--- src/rtl/uart_sample_assembler.sv ---
// Packs byte pairs from the UART receiver into 16-bit samples and buffers them in a FWFT FIFO.
// Drops stale half-samples on an inter-byte timeout; flags overflow and marks complete frames.
module uart_sample_assembler #(
  parameter int unsigned FIFO_DEPTH   = 16,
  parameter int unsigned TIMEOUT_CLKS = 25000,
  parameter int unsigned FRAME_LEN    = 187,
  parameter bit          LSB_FIRST    = 1'b1
) (
  input  logic                          i_Clock,
  input  logic                          i_Rst_n,
  input  logic                          i_Clear,
  input  logic                          i_Rx_DV,
  input  logic [7:0]                    i_Rx_Byte,
  output logic                          o_Sample_Valid,
  output logic [15:0]                   o_Sample,
  input  logic                          i_Sample_Ready,
  output logic [$clog2(FIFO_DEPTH):0]   o_Fifo_Count,
  output logic                          o_Overflow,
  output logic                          o_Timeout,
  output logic                          o_Frame_Done
);

  localparam int unsigned PW = $clog2(FIFO_DEPTH);
  localparam int unsigned CW = PW + 1;
  localparam int unsigned TW = $clog2(TIMEOUT_CLKS + 1);
  localparam int unsigned FW = $clog2(FRAME_LEN + 1);

  typedef enum logic [0:0] {StLow, StHigh} state_e;

  state_e         state_q, state_d;
  logic [7:0]     hold_q, hold_d;
  logic [TW-1:0]  timer_q, timer_d;
  logic [FW-1:0]  frame_cnt_q, frame_cnt_d;
  logic [PW-1:0]  wr_ptr_q, wr_ptr_d, rd_ptr_q, rd_ptr_d;
  logic [CW-1:0]  count_q, count_d;
  logic           overflow_q, overflow_d;
  logic           timeout_q, timeout_d;
  logic           frame_done_q, frame_done_d;
  logic [15:0]    mem_q [FIFO_DEPTH];
  logic [15:0]    sample;
  logic           push_req, push, pop;

  // Byte pairing FSM; i_Clear overrides everything, including a same-cycle DV.
  always_comb begin
    state_d   = state_q;
    hold_d    = hold_q;
    timer_d   = timer_q;
    timeout_d = 1'b0;
    push_req  = 1'b0;
    sample    = LSB_FIRST ? {i_Rx_Byte, hold_q} : {hold_q, i_Rx_Byte};
    if (i_Clear) begin
      state_d = StLow;
      timer_d = '0;
    end else begin
      unique case (state_q)
        StLow: begin
          if (i_Rx_DV) begin
            hold_d  = i_Rx_Byte;
            timer_d = '0;
            state_d = StHigh;
          end
        end
        StHigh: begin
          if (i_Rx_DV) begin
            push_req = 1'b1;
            state_d  = StLow;
          end else if (timer_q == TW'(TIMEOUT_CLKS - 1)) begin
            timeout_d = 1'b1;
            state_d   = StLow;
          end else begin
            timer_d = timer_q + 1'b1;
          end
        end
        default: state_d = StLow;
      endcase
    end
  end

  // A full FIFO still accepts a push when the head leaves in the same cycle.
  assign pop  = (count_q != '0) && i_Sample_Ready;
  assign push = push_req && ((count_q < CW'(FIFO_DEPTH)) || pop);

  always_comb begin
    wr_ptr_d     = wr_ptr_q;
    rd_ptr_d     = rd_ptr_q;
    count_d      = count_q;
    overflow_d   = overflow_q;
    frame_cnt_d  = frame_cnt_q;
    frame_done_d = 1'b0;
    if (i_Clear) begin
      wr_ptr_d    = '0;
      rd_ptr_d    = '0;
      count_d     = '0;
      overflow_d  = 1'b0;
      frame_cnt_d = '0;
    end else begin
      if (push) wr_ptr_d = wr_ptr_q + 1'b1;
      if (pop)  rd_ptr_d = rd_ptr_q + 1'b1;
      if (push && !pop)      count_d = count_q + 1'b1;
      else if (pop && !push) count_d = count_q - 1'b1;
      if (push_req && !push) overflow_d = 1'b1;
      if (push) begin
        if (frame_cnt_q == FW'(FRAME_LEN - 1)) begin
          frame_cnt_d  = '0;
          frame_done_d = 1'b1;
        end else begin
          frame_cnt_d = frame_cnt_q + 1'b1;
        end
      end
    end
  end

  always_ff @(posedge i_Clock or negedge i_Rst_n) begin
    if (!i_Rst_n) begin
      state_q      <= StLow;
      hold_q       <= '0;
      timer_q      <= '0;
      frame_cnt_q  <= '0;
      wr_ptr_q     <= '0;
      rd_ptr_q     <= '0;
      count_q      <= '0;
      overflow_q   <= 1'b0;
      timeout_q    <= 1'b0;
      frame_done_q <= 1'b0;
    end else begin
      state_q      <= state_d;
      hold_q       <= hold_d;
      timer_q      <= timer_d;
      frame_cnt_q  <= frame_cnt_d;
      wr_ptr_q     <= wr_ptr_d;
      rd_ptr_q     <= rd_ptr_d;
      count_q      <= count_d;
      overflow_q   <= overflow_d;
      timeout_q    <= timeout_d;
      frame_done_q <= frame_done_d;
    end
  end

  always_ff @(posedge i_Clock) begin
    if (push) mem_q[wr_ptr_q] <= sample;
  end

  // Storage is not reset, so the head is masked while empty.
  assign o_Sample_Valid = (count_q != '0);
  assign o_Sample       = o_Sample_Valid ? mem_q[rd_ptr_q] : 16'h0000;
  assign o_Fifo_Count   = count_q;
  assign o_Overflow     = overflow_q;
  assign o_Timeout      = timeout_q;
  assign o_Frame_Done   = frame_done_q;

endmodule

--- config.mk ---
export PLATFORM = sky130hd
export DESIGN_NAME = uart_sample_assembler
export DESIGN_NICKNAME = d
export VERILOG_FILES = /design/src/rtl/uart_sample_assembler.sv
export SDC_FILE = /design/constraint.sdc
export NUM_CORES = 1
export LEC_CHECK = 0
export CAP_MARGIN = 20
export CORE_ASPECT_RATIO = 2
export CORE_UTILIZATION = 45
export CTS_BUF_LIST = sky130_fd_sc_hd__clkbuf_8 sky130_fd_sc_hd__clkbuf_16
export DETAILED_ROUTE_END_ITERATION = 8
export PLACE_DENSITY = 0.62
export SLEW_MARGIN = 15
export SYNTH_ARGS = -nofsm -noshare
export SYNTH_HDL_FRONTEND = slang
export SYNTH_SLANG_ARGS = --single-unit
export TNS_END_PERCENT = 30
--- constraint.sdc ---
create_clock -name i_Clock -period 5.6 [get_ports i_Clock]
set_input_delay 1.68 -clock i_Clock [delete_from_list [all_inputs] [get_ports i_Clock]]
set_output_delay 1.68 -clock i_Clock [all_outputs]
set_load 0.005 [all_outputs]
==> impl_results.md <==
- Effective utilization at floorplan: 45.9%
- Leading post-synthesis cells by cell area: edfxtp_1, mux4_2, dfrtp_1, mux2i_1, ha_1
- Tightest slew margin relative to the limit: between 30% and 40%
- Pleak: ~4.5 nW
- Layout-stage area growth over the synthesis result: 13.3%
- Crit path to: o_Sample[14]
- Vias: between 6000 and 7000
- Core box area: 26900 µm²
- CP arrival: 3280 ps
- Ys flop type: edfxtp_1
- Source-to-sink clock delay at the later pin of the worst-skew pair: 520 ps
- P per Cell Area: 395 nW/µm²
- Total congestion overflow after global routing: 0
- CTS buffer count: 25
- Initial detailed-routing violation count: between 200 and 300
- Number of vias per cell after detailed routing: between 5 and 6
- Die Span X: between 100 and 150 µm
- Level count of the clock H-tree: 1
- Number of port buffers: 37
- Proportion of layout cells with a drive suffix above 1: around a fifth
- Final total negative setup slack: 0 ps
- Hold Fails Final Rpt: 0
- Detailed-route wire length per cell: about 24 µm
- Synthesized Nets: about 700
- ANT cells: 0
- Worst Tran Pin Value: just over 1000 ps
- Final Critical Period: 4960 ps
- Antenna violations before repair: 0
- VDD IR max: around 0.27 mV
- Worst Reg-to-Reg Cells: 7
- Cell type with the largest total area after synthesis: edfxtp_1
- Number of inserted filler cells in the final layout: around 2100
- Post-synthesis area per instance: roughly 19 µm²
- Biggest fanout along the worst timing path: 16
- Startpoint kind of the worst setup timing path: flop
- Number of pins with negative max-slew slack in the final report: 0
- Overall track demand over capacity in global routing: about a fifth
- Global-route wire length before repair: between 30000 and 40000 µm
- Beginning of the worst register-to-register path: o_Fifo_Count[1]
- Hold buffers post-CTS: 0
- Req. time, crit path: 3920 ps
- Setup Skew: 8.70 ps
- Endpoint of the lowest-slack register-to-register path: o_Fifo_Count[4]
- Setup repair after global routing missed its margin: false
- Die area: around 28000 µm²
- Kind of capture point of the worst setup path: primary output
- Number of distinct library cells after synthesis: 53
- Hold crit path type: reg -> reg
- Number of buffers on the longest clock path: 3
- Post-cts sizing count: 0
- DRC Markers: 0
- Post-CTS setup repair buffer count: 0
- Total clock sinks: around 300
- Status: finished, final reports clean
- Synth Instances: 666
- Synthesis warning total: 0
- Type of the worst setup path: reg -> out
- Final net count: 742
- Die height: ~240 µm
- Synth top area share: about 62%
- Reported max-cap violation count: 0
- Worst setup path startpoint: o_Fifo_Count[1]
- Number of global-route vias before repair: 6739
- Pin count of the biggest net entering global routing: 42
- R2R Setup Slk: between 2000 and 2500 ps
- Clock slew at reported path FFs: around 70 ps
- Post-synthesis sequential area ratio: a little under three quarters
- Post-detailed-routing wire length: around 26000 µm
- Post-route ant nets: 0
- Final cell count without fillers: around 1100
- Cell area after technology mapping: 12400 µm²
- Row Count: 85
- Detailed placement HPWL: 16600 µm
- Highest clock frequency the design can meet: 202 MHz
- TritonCTS clock tree: built
- Placer Congestion: between 0.7 and 0.8
- Clock tree root buffer cell: clkbuf_16
- Count of pins on the block boundary: 38
- Cell count after placement: between 1000 and 1500
- Number of search-and-repair iterations in the first detailed-routing pass: 4
- Async SR Flop Fraction: roughly 16%
- Number of enable flip-flop cells after synthesis: around 260
- Flip-flop and latch count after synthesis: between 300 and 400
- Post-route core utilization: between 50 and 60%
- Final worst path period share: 88.5%
- Number of setup violations in the final report: 0
==> cell usage in the layout (no fill, tap or decap), drive strengths merged, types with 7 or more instances in the layout <==
cell	n
inv	14
buf	20
a21oi	22
o31ai	10
mux2	8
nor2	12
o21ai	15
o22ai	16
mux4	64
dfrtp	48
xor2	7
clkdlybuf4s50	36
and2	16
nand3	17
or3	8
or4	10
ha	12
nand2	19
mux2i	33
clkbuf	27
edfxtp	256
==> cell usage after synthesis (all sizes together), types with 12 or more instances <==
| cell | instances |
|---|---|
| clkbuf | 17 |
| edfxtp | 256 |
| ha | 12 |
| and2 | 16 |
| nand2 | 19 |
| dfrtp | 48 |
| o22ai | 16 |
| nor2 | 12 |
| mux4 | 64 |
| nand3 | 17 |
| buf | 16 |
| o21ai | 15 |
| mux2i | 33 |
| a21oi | 22 |
==> how the worst min path moves through the flow <==
stage                        start        endpoint  slack (ps)  depth (start not counted)
CTS                     o_Overflow      o_Overflow         530                          2
detailed placement      o_Overflow      o_Overflow         510                          2
global route            o_Overflow      o_Overflow         560                          2
finish                  o_Overflow      o_Overflow         540                          2
global placement    frame_cnt_q[1]  frame_cnt_q[1]         520                          2
floorplan               o_Overflow      o_Overflow         490                          2
==> kinds of logic after synthesis <==
family	share of synthesized area, %
AOI/OAI and AO/OA	4.22
xor gates and xnor gates	0.567
adders and majority gates	1.38
buffers and inverters	1.44
DFF	71.9
muxes	15.1
and+or+nand+nor	5.41
==> sequential cells by signal (all words and copies together), names as in the netlist <==
signal,cells
wr_ptr_q,4
frame_cnt_q,8
o_Overflow,1
state_q,1
o_Fifo_Count,5
timer_q,15
o_Timeout,1
rd_ptr_q,4
o_Frame_Done,1
mem_q,256
hold_q,8
==> where the power goes <==
part / internal (mW) / switching (mW) / total (mW)
Combinational: 0.612 / 0.501 / 1.11
Sequential: 2.54 / 0.136 / 2.68
Clock: 0.978 / 0.766 / 1.74
Total: 4.13 / 1.40 / 5.53
==> critical path: stages, from the launching register on <==
cell and delay, ps:
dfrtp_1 440, or4_1 660, or2_2 360, nand2_1 620
o22ai_1 190, clkdlybuf4s50_1 480
==> per-layer routing <==
| metal | track usage (%) | vias to the layer above | part of all wire (%) |
|---|---|---|---|
| met2 | 36.7 | 110 | 58 |
| met1 | 21.4 | 3321 | 37 |
| met4 | 5.83 | 0 | 1.8 |
| li1 | - | 2798 | - |
| met5 | 0 | - | 0 |
| met3 | 2.08 | 25 | 3.0 |
==> layout make-up <==
cell class	count	area (µm²)	area share, %
repair buffers	56	533	3.81
multi-input cells	322	3300	23.6
flip-flops and latches	304	8890	63.5
clock buffers	27	653	4.66
inverters	7	26.3	0.188
clock inverters	17	159	1.13
well taps	348	435	3.11
==> stage by stage <==
| stage | instance area (µm²) | worst slack (ps) | hold WS, ps | total power [mW] |
|---|---|---|---|---|
| 4_1_cts | 14000 | 557 | 534 | 5.60 |
| 5_1_grt | 14000 | 434 | 555 | 5.74 |
| 2_1_floorplan | 12400 | 1810 | 486 | 3.36 |
| 6_report | 14000 | 642 | 541 | 5.53 |
| 3_3_place_gp | 13200 | 1010 | 520 | 3.83 |
| 3_5_place_dp | 13200 | 909 | 511 | 3.86 |
Note: power is estimated with default switching activity, not from simulation.
